## src/rtl/pow_pkg.sv

```systemverilog
// Shared types and defaults for the power-engine dispatcher.
// Holds the dispatcher state encoding, default operand widths and the
// packed request record {x, n} used when building job tables.
package pow_pkg;

  localparam int XW_DEF = 16;
  localparam int NW_DEF = 8;

  typedef enum logic [1:0] {
    IDLE  = 2'd0,
    ISSUE = 2'd1,
    WAIT  = 2'd2,
    RESP  = 2'd3
  } state_e;

  typedef struct packed {
    logic [XW_DEF-1:0] x;
    logic [NW_DEF-1:0] n;
  } req_t;

endpackage

```

## src/rtl/pow_dispatch_if.sv

```systemverilog
// Request/result streams of the power dispatcher.
// slave  : dispatcher side (consumes in_*, produces out_*).
// master : producer/consumer side (drives in_* and out_ready).
interface pow_dispatch_if
  import pow_pkg::*;
#(
  parameter int XW = XW_DEF,
  parameter int NW = NW_DEF
) ();

  logic          in_valid;
  logic          in_ready;
  logic [XW-1:0] in_x;
  logic [NW-1:0] in_n;

  logic          out_valid;
  logic          out_ready;
  logic [XW-1:0] out_res;
  logic [XW-1:0] out_x;
  logic [NW-1:0] out_n;

  modport master (
    output in_valid, in_x, in_n, out_ready,
    input  in_ready, out_valid, out_res, out_x, out_n
  );

  modport slave (
    input  in_valid, in_x, in_n, out_ready,
    output in_ready, out_valid, out_res, out_x, out_n
  );

endinterface

```

## src/rtl/pow_req_fifo.sv

```systemverilog
// Request queue: DEPTH x W storage, power-of-two depth, pointers wrap naturally.
// Latency: a push is visible at the head on the following cycle (no bypass).
// Backpressure: push ignored when full, pop ignored when empty; count_o = occupancy.
// Ports: clk, rst (sync, active-high); push_i/push_dat_i; pop_i/pop_dat_o;
//        full_o, empty_o, count_o.
module pow_req_fifo #(
  parameter int DEPTH = 4,
  parameter int W     = 24
) (
  input  logic                     clk,
  input  logic                     rst,
  input  logic                     push_i,
  input  logic [W-1:0]             push_dat_i,
  input  logic                     pop_i,
  output logic [W-1:0]             pop_dat_o,
  output logic                     full_o,
  output logic                     empty_o,
  output logic [$clog2(DEPTH):0]   count_o
);

  localparam int AW = $clog2(DEPTH);
  localparam logic [AW:0] FULL_CNT = (AW+1)'(DEPTH);

  logic [W-1:0]  mem_q [DEPTH];
  logic [AW-1:0] wr_ptr_q;
  logic [AW-1:0] rd_ptr_q;
  logic [AW:0]   count_q;
  logic          do_push;
  logic          do_pop;

  assign full_o    = (count_q == FULL_CNT);
  assign empty_o   = (count_q == '0);
  assign count_o   = count_q;
  assign pop_dat_o = mem_q[rd_ptr_q];
  assign do_push   = push_i && !full_o;
  assign do_pop    = pop_i && !empty_o;

  // Storage needs no reset: only entries below count_q are ever read.
  always_ff @(posedge clk) begin
    if (do_push) mem_q[wr_ptr_q] <= push_dat_i;
  end

  always_ff @(posedge clk) begin
    if (rst) begin
      wr_ptr_q <= '0;
      rd_ptr_q <= '0;
      count_q  <= '0;
    end else begin
      if (do_push) wr_ptr_q <= wr_ptr_q + 1'b1;
      if (do_pop)  rd_ptr_q <= rd_ptr_q + 1'b1;
      case ({do_push, do_pop})
        2'b10:   count_q <= count_q + 1'b1;
        2'b01:   count_q <= count_q - 1'b1;
        default: count_q <= count_q;
      endcase
    end
  end

endmodule

```

## src/rtl/pow_dispatch.sv

```systemverilog
// Feeds queued (x, n) jobs one at a time to the power engine and returns results in order.
// Latency: empty queue + idle engine -> out_valid after 3 cycles + engine busy cycles.
// Backpressure: in_ready = queue not full; result held stable until out_ready, no new launch meanwhile.
// Ports: clk, rst (sync, active-high); bus (request/result streams, slave side);
//        eng_start/eng_inx/eng_inn/eng_ready/eng_out (engine); pending (queue occupancy);
//        err (sticky engine timeout).
module pow_dispatch
  import pow_pkg::*;
#(
  parameter int DEPTH   = 4,
  parameter int XW      = XW_DEF,
  parameter int NW      = NW_DEF,
  parameter int TIMEOUT = 64
) (
  input  logic                   clk,
  input  logic                   rst,
  pow_dispatch_if.slave          bus,
  output logic                   eng_start,
  output logic [XW-1:0]          eng_inx,
  output logic [NW-1:0]          eng_inn,
  input  logic                   eng_ready,
  input  logic [XW-1:0]          eng_out,
  output logic [$clog2(DEPTH):0] pending,
  output logic                   err
);

  localparam int CW = $clog2(TIMEOUT+1);
  localparam logic [CW-1:0] LAST_WAIT = CW'(TIMEOUT-1);

  state_e        state_q, state_d;
  logic [XW-1:0] eng_inx_q, eng_inx_d;
  logic [NW-1:0] eng_inn_q, eng_inn_d;
  logic          out_valid_q, out_valid_d;
  logic [XW-1:0] out_res_q, out_res_d;
  logic [XW-1:0] out_x_q, out_x_d;
  logic [NW-1:0] out_n_q, out_n_d;
  logic          err_q, err_d;
  logic [CW-1:0] wait_cnt_q, wait_cnt_d;

  logic             fifo_pop;
  logic             fifo_full;
  logic             fifo_empty;
  logic [XW+NW-1:0] fifo_head;

  pow_req_fifo #(
    .DEPTH (DEPTH),
    .W     (XW+NW)
  ) u_fifo (
    .clk        (clk),
    .rst        (rst),
    .push_i     (bus.in_valid),
    .push_dat_i ({bus.in_x, bus.in_n}),
    .pop_i      (fifo_pop),
    .pop_dat_o  (fifo_head),
    .full_o     (fifo_full),
    .empty_o    (fifo_empty),
    .count_o    (pending)
  );

  assign bus.in_ready  = !fifo_full;
  assign bus.out_valid = out_valid_q;
  assign bus.out_res   = out_res_q;
  assign bus.out_x     = out_x_q;
  assign bus.out_n     = out_n_q;
  // The launch pulse is a pure state decode: ISSUE lasts exactly one cycle.
  assign eng_start     = (state_q == ISSUE);
  assign eng_inx       = eng_inx_q;
  assign eng_inn       = eng_inn_q;
  assign err           = err_q;

  always_comb begin
    state_d     = state_q;
    eng_inx_d   = eng_inx_q;
    eng_inn_d   = eng_inn_q;
    out_valid_d = out_valid_q;
    out_res_d   = out_res_q;
    out_x_d     = out_x_q;
    out_n_d     = out_n_q;
    err_d       = err_q;
    wait_cnt_d  = wait_cnt_q;
    fifo_pop    = 1'b0;
    case (state_q)
      IDLE: begin
        // Launch only into an idle engine so start never meets a busy engine.
        if (!fifo_empty && eng_ready) begin
          fifo_pop  = 1'b1;
          eng_inx_d = fifo_head[XW+NW-1:NW];
          eng_inn_d = fifo_head[NW-1:0];
          state_d   = ISSUE;
        end
      end
      ISSUE: begin
        wait_cnt_d = '0;
        state_d    = WAIT;
      end
      WAIT: begin
        wait_cnt_d = wait_cnt_q + 1'b1;
        if (eng_ready) begin
          out_res_d   = eng_out;
          out_x_d     = eng_inx_q;
          out_n_d     = eng_inn_q;
          out_valid_d = 1'b1;
          state_d     = RESP;
        end else if (wait_cnt_q == LAST_WAIT) begin
          // TIMEOUT-th cycle in WAIT without a result: give up with a zero result.
          err_d       = 1'b1;
          out_res_d   = '0;
          out_x_d     = eng_inx_q;
          out_n_d     = eng_inn_q;
          out_valid_d = 1'b1;
          state_d     = RESP;
        end
      end
      RESP: begin
        if (bus.out_ready) begin
          out_valid_d = 1'b0;
          state_d     = IDLE;
        end
      end
      default: state_d = IDLE;
    endcase
  end

  always_ff @(posedge clk) begin
    if (rst) begin
      state_q     <= IDLE;
      eng_inx_q   <= '0;
      eng_inn_q   <= '0;
      out_valid_q <= 1'b0;
      out_res_q   <= '0;
      out_x_q     <= '0;
      out_n_q     <= '0;
      err_q       <= 1'b0;
      wait_cnt_q  <= '0;
    end else begin
      state_q     <= state_d;
      eng_inx_q   <= eng_inx_d;
      eng_inn_q   <= eng_inn_d;
      out_valid_q <= out_valid_d;
      out_res_q   <= out_res_d;
      out_x_q     <= out_x_d;
      out_n_q     <= out_n_d;
      err_q       <= err_d;
      wait_cnt_q  <= wait_cnt_d;
    end
  end

endmodule

```

## src/flat_wrapper.sv

```systemverilog
// flat-port wrapper written by rule: the top's interface ports become plain ports
module pow_dispatch_flat import pow_pkg::*;
#(
  parameter int DEPTH   = 4,
  parameter int XW      = XW_DEF,
  parameter int NW      = NW_DEF,
  parameter int TIMEOUT = 64
)
  (clk, rst, eng_start, eng_inx, eng_inn, eng_ready, eng_out, pending, err, bus_in_valid, bus_in_x, bus_in_n, bus_out_ready, bus_in_ready, bus_out_valid, bus_out_res, bus_out_x, bus_out_n);
  pow_dispatch_if #(.XW(XW), .NW(NW)) bus_i ();
  input  logic clk;
  input  logic rst;
  output logic eng_start;
  output logic [XW-1:0] eng_inx;
  output logic [NW-1:0] eng_inn;
  input  logic eng_ready;
  input  logic [XW-1:0] eng_out;
  output logic [$clog2(DEPTH):0] pending;
  output logic err;
  input wire logic [$bits(bus_i.in_valid)-1:0] bus_in_valid;
  input wire logic [$bits(bus_i.in_x)-1:0] bus_in_x;
  input wire logic [$bits(bus_i.in_n)-1:0] bus_in_n;
  input wire logic [$bits(bus_i.out_ready)-1:0] bus_out_ready;
  output wire logic [$bits(bus_i.in_ready)-1:0] bus_in_ready;
  output wire logic [$bits(bus_i.out_valid)-1:0] bus_out_valid;
  output wire logic [$bits(bus_i.out_res)-1:0] bus_out_res;
  output wire logic [$bits(bus_i.out_x)-1:0] bus_out_x;
  output wire logic [$bits(bus_i.out_n)-1:0] bus_out_n;
  assign bus_i.in_valid = bus_in_valid;
  assign bus_i.in_x = bus_in_x;
  assign bus_i.in_n = bus_in_n;
  assign bus_i.out_ready = bus_out_ready;
  assign bus_in_ready = bus_i.in_ready;
  assign bus_out_valid = bus_i.out_valid;
  assign bus_out_res = bus_i.out_res;
  assign bus_out_x = bus_i.out_x;
  assign bus_out_n = bus_i.out_n;
  pow_dispatch #(.DEPTH(DEPTH), .XW(XW), .NW(NW), .TIMEOUT(TIMEOUT)) u_core (.clk(clk), .rst(rst), .bus(bus_i), .eng_start(eng_start), .eng_inx(eng_inx), .eng_inn(eng_inn), .eng_ready(eng_ready), .eng_out(eng_out), .pending(pending), .err(err));
endmodule
```

## config.mk

```make
export PLATFORM = sky130hd
export DESIGN_NAME = pow_dispatch_flat
export DESIGN_NICKNAME = d
export VERILOG_FILES = /design/src/rtl/pow_pkg.sv /design/src/rtl/pow_dispatch_if.sv /design/src/rtl/pow_req_fifo.sv /design/src/rtl/pow_dispatch.sv /design/src/flat_wrapper.sv
export SDC_FILE = /design/constraint.sdc
export NUM_CORES = 1
export LEC_CHECK = 0
export ABC_AREA = 1
export ABC_CLOCK_PERIOD_IN_PS = 6000
export BUFFER_PORTS_ARGS = -buffer_cell sky130_fd_sc_hd__buf_4
export CAP_MARGIN = 20
export CORE_MARGIN = 4
export CORE_UTILIZATION = 29
export CTS_BUF_LIST = sky130_fd_sc_hd__clkbuf_8
export DETAILED_ROUTE_END_ITERATION = 7
export HOLD_SLACK_MARGIN = 0.15
export MAX_ROUTING_LAYER = met4
export PLACE_DENSITY = 0.49
export SLEW_MARGIN = 0
export SYNTH_ARGS = -nofsm -noshare
export SYNTH_HDL_FRONTEND = slang
export SYNTH_HIERARCHICAL = 1
export SYNTH_SLANG_ARGS = --single-unit
```

## constraint.sdc

```tcl
create_clock -name clk -period 6 [get_ports clk]
set_clock_uncertainty 0.1 [all_clocks]
set_input_delay 0.9 -clock clk [delete_from_list [all_inputs] [get_ports clk]]
set_output_delay 0.9 -clock clk [all_outputs]
set_load 0.02 [all_outputs]
```

==> summary by stage <==
Drt
The via count is 4,918. For this run, design rule violations remaining after detail routing come to 0. Dividing the detail-routed wire length by the instance count gives 14.8 µm.

The detailed router's first-iteration violation count is 275. The sum of routed wire length over all layers is 16,800 µm. Before antenna repair, the detailed router went through 4 iterations. In the routed layout, each cell is associated on average with a via count of 4.32. The detail route stage leaves a number of antenna-violating nets equal to 0.

GRT
The via count of the first global-routing pass is 4,838. The first-pass GRT wire length is 26,800 µm. After global routing the overflow that remains totals 0. The number of antenna violations at the first check in global routing is 1. The largest net degree at the start of global routing is 53. The aggregate global-route resource usage is 0.125.

Placement
In this run the tool buffered the top-level ports with 115 buffer cells. The estimated wirelength of the detail-placed design is 11,000 µm. The final weighted congestion of routability-driven global placement is 0.747.

Cells and area
For this run, the share of the core covered by cells in the final layout is 0.359. The share of cells above drive strength 1 is 0.304. From synthesis to final layout, the design area changed by 20.9%. The final net count is 857.

STA
The timing-limited maximum frequency is 432 MHz. The number of failing hold endpoints at the final stage is 0. Setup violations remaining at the end of the flow were counted as 0. At the pin with the least slew margin, the transition time is 1.03 ns. In the final timing run, aggregate negative setup slack is 0 ns. In the finished design, the share of the clock period the worst path needs comes to 0.385.

The worst pin sits at a relative slew slack of 0.317. The shortest period the worst path allows is 2.31 ns. Setup repair after global routing left no endpoint under its margin. The total count of max-transition violations in the final report is 0.

Hold is met by 0.358 ns.

Worst setup path
For this run, the slowest stage of the critical path takes 0.35 ns. The slowest cell on the critical path is sky130_fd_sc_hd__dfxtp_1. STA classifies the critical path endpoint as a primary output. The signal on the critical path passes through nor2_2 -> nand2_1 -> inv_1 -> inv_1 -> buf_4. Data arrives at the worst endpoint at 1.31 ns. The peak fanout along the critical path is 4. Counting cells, the worst reg-to-reg path comes to 6. The worst setup path category is reg2out. The worst setup path is launched from a flop. The most numerous cell type found on the critical path is sky130_fd_sc_hd__inv_1. At the worst endpoint, the required time is 5.00 ns.

Clock tree
Buffers added to address setup during post-CTS repair amount to 0. In this run the number of H-tree levels came out at 4. The clock transition at the registers of the reported paths is 0.09 ns. The number of gates resized after CTS was 0. Clock tree synthesis inserted a total of 17 buffers. The latest clock arrival within the worst-skew pair is 0.45 ns.

The number of sinks on the clock net is 180. TritonCTS built the clock tree. In this run the deepest clock path goes through 2 buffers. CTS placed an instance of sky130_fd_sc_hd__clkbuf_8 at the clock tree root. Buffers inserted to repair hold after CTS numbered 0.

Yosys
The cell area after synthesis is 7290 µm². The mean area per synthesized cell is 10.5 µm². The sequential cell area fraction in the yosys report is 0.626. The number of nets in the synthesized netlist is 753. Yosys printed 6 warnings.

The share of synthesized area in the top cell type comes to 0.395. In the synthesized netlist the dominant register cell turns out to be sky130_fd_sc_hd__edfxtp_1. Counting flops with an async set or reset pin after synthesis yields a share of 0.

The commonest cells after synthesis are sky130_fd_sc_hd__edfxtp_1 (96), sky130_fd_sc_hd__nand2_1 (91), sky130_fd_sc_hd__dfxtp_1 (84). The unique cell type count in the Yosys netlist is 30. The number of cells produced by synthesis is 696. By instance count, the leading cell after synthesis is sky130_fd_sc_hd__edfxtp_1. Summed over all instances, the cell type with the most area after synthesis is sky130_fd_sc_hd__edfxtp_1. The post-synthesis register bit count is 180. Counting flops with a built-in enable in the synthesized netlist gives 96. After synthesis, the cell types taking the most area are sky130_fd_sc_hd__edfxtp_1 (40%), sky130_fd_sc_hd__dfxtp_1 (23%), sky130_fd_sc_hd__nor2_2 (5.2%).

Die
The die covers 27,800 µm². The floorplan step defined a core boundary enclosing 24,500 µm². The die is 167 µm tall.

116 I/O pins were placed. The placement row count is 57. The initial utilization of the core area, before any placement, comes to 0.297.

Measured along the x axis, the die boundary spans 167 µm.

Power and ir drop
The total internal power is 2.12 mW. The share of total power dissipated in sequential elements is 0.474. The switching portion of total power is 0.345. The net switching component of the power is 1.12 mW. For this design the ratio of total power to cell area is 367 nW/µm². Of the total power, the clock network draws 0.248. The worst-case IR drop observed on VDD is 0.118 mV. The combinational cell fraction of total power is 0.279.

The analysis attributes to cell leakage a power of 3.34 nW.

Hold path
The path type of the worst min-delay path is reg2reg. Counting instances, the worst hold path has a depth of 2.

Run status
The flow ran to the end, and the final reports show no timing, DRC or antenna violations.

Job
Max-cap violations in this run came to 0.
## cells by family (layout without fill, tap and decap cells)
family                   Yosys count  after routing  synth area share
AND/OR/NAND/NOR                  251            251             0.161
other                              0              1                 0
buffers and inverters             97            214            0.0623
AO/OA/AOI/OAI                    156            156             0.129
adder cells (fa/ha/maj)           12             12            0.0216
flip-flops                       180            180             0.626
## through the flow
stage               setup slack, ns  instance area, µm²  power, mW  cells
floorplan                      3.37                7290       2.14    696
finish                         3.69                8820       3.23   1138
global placement               3.53                8410       2.46   1104
detailed placement             3.49                8410       2.46   1104
CTS                            3.61                8790       3.28   1136
global route                   3.48                8820       3.44   1138
## power by group through the flow
stage,logic [mW],registers (mW),clock network (mW)
6_report,0.902,1.53,0.801
3_5_place_dp,0.899,1.56,0
4_1_cts,0.902,1.54,0.838
2_1_floorplan,0.468,1.67,0
3_3_place_gp,0.894,1.57,0
5_1_grt,0.998,1.55,0.888
## cell usage in the layout, fill, tap and decap left out, drive strengths merged
cell type  instances
clkbuf            17
inv               68
edfxtp            96
o21bai             1
dfxtp             84
o211a              1
nor3               3
diode              1
ha                11
clkinvlp           3
nor2             117
o22ai             24
nand2             95
o21ai             76
buf              120
bufinv             1
a21oi             54
fa                 1
nor3b              1
nand3             35
clkinv             5
## layer usage
| metal | global-route usage | vias to the layer above | wire (µm) |
|---|---|---|---|
| met5 | - | - | 0 |
| met4 | 0.0445 | 0 | 326 |
| met3 | 0.0348 | 21 | 867 |
| met2 | 0.184 | 93 | 7540 |
| met1 | 0.166 | 2255 | 8080 |
| li1 | - | 2549 | - |
## path summary, 6_finish.rpt
check | start | slack [ns] | end
setup / recovery | u_core/u_fifo/count_o[1] | 3.69 | bus_in_ready
hold / removal | u_core/err | 0.36 | u_core/err
setup reg to reg | flop | 3.70 | u_core/eng_inx[11]
hold reg to reg | u_core/err | 0.36 | u_core/err
## final cells by class
cell class / count / area, µm²
fillers: 2502 / 15700
clock inverters: 15 / 146
multi-input cells: 419 / 2300
flip-flops and latches: 180 / 4560
repair buffers: 120 / 921
clock buffers: 17 / 234
inverters: 62 / 238
well taps: 324 / 405
diodes: 1 / 2.50
## worst max-delay path: cells and delay by family, from the launching register on
family / cells / cell delay, ns
and+or+nand+nor: 2 / 0.26
DFF: 1 / 0.35
buffers and inverters: 3 / 0.25
## flip-flops by register name (all words and copies together) (netlist names), named ones only
register / cells
u_core/wait_cnt_q: 7
u_core/eng_inx: 16
u_core/u_fifo/mem_q: 96
u_core/bus.out_n: 8
u_core/state_q: 2
u_core/u_fifo/count_o: 3
u_core/u_fifo/rd_ptr_q: 2
u_core/bus.out_x: 16
u_core/u_fifo/wr_ptr_q: 2
u_core/eng_inn: 8
u_core/bus.out_res: 16
u_core/err: 1
u_core/bus.out_valid: 1
No activity file was read; power rests on OpenSTA's default activity.
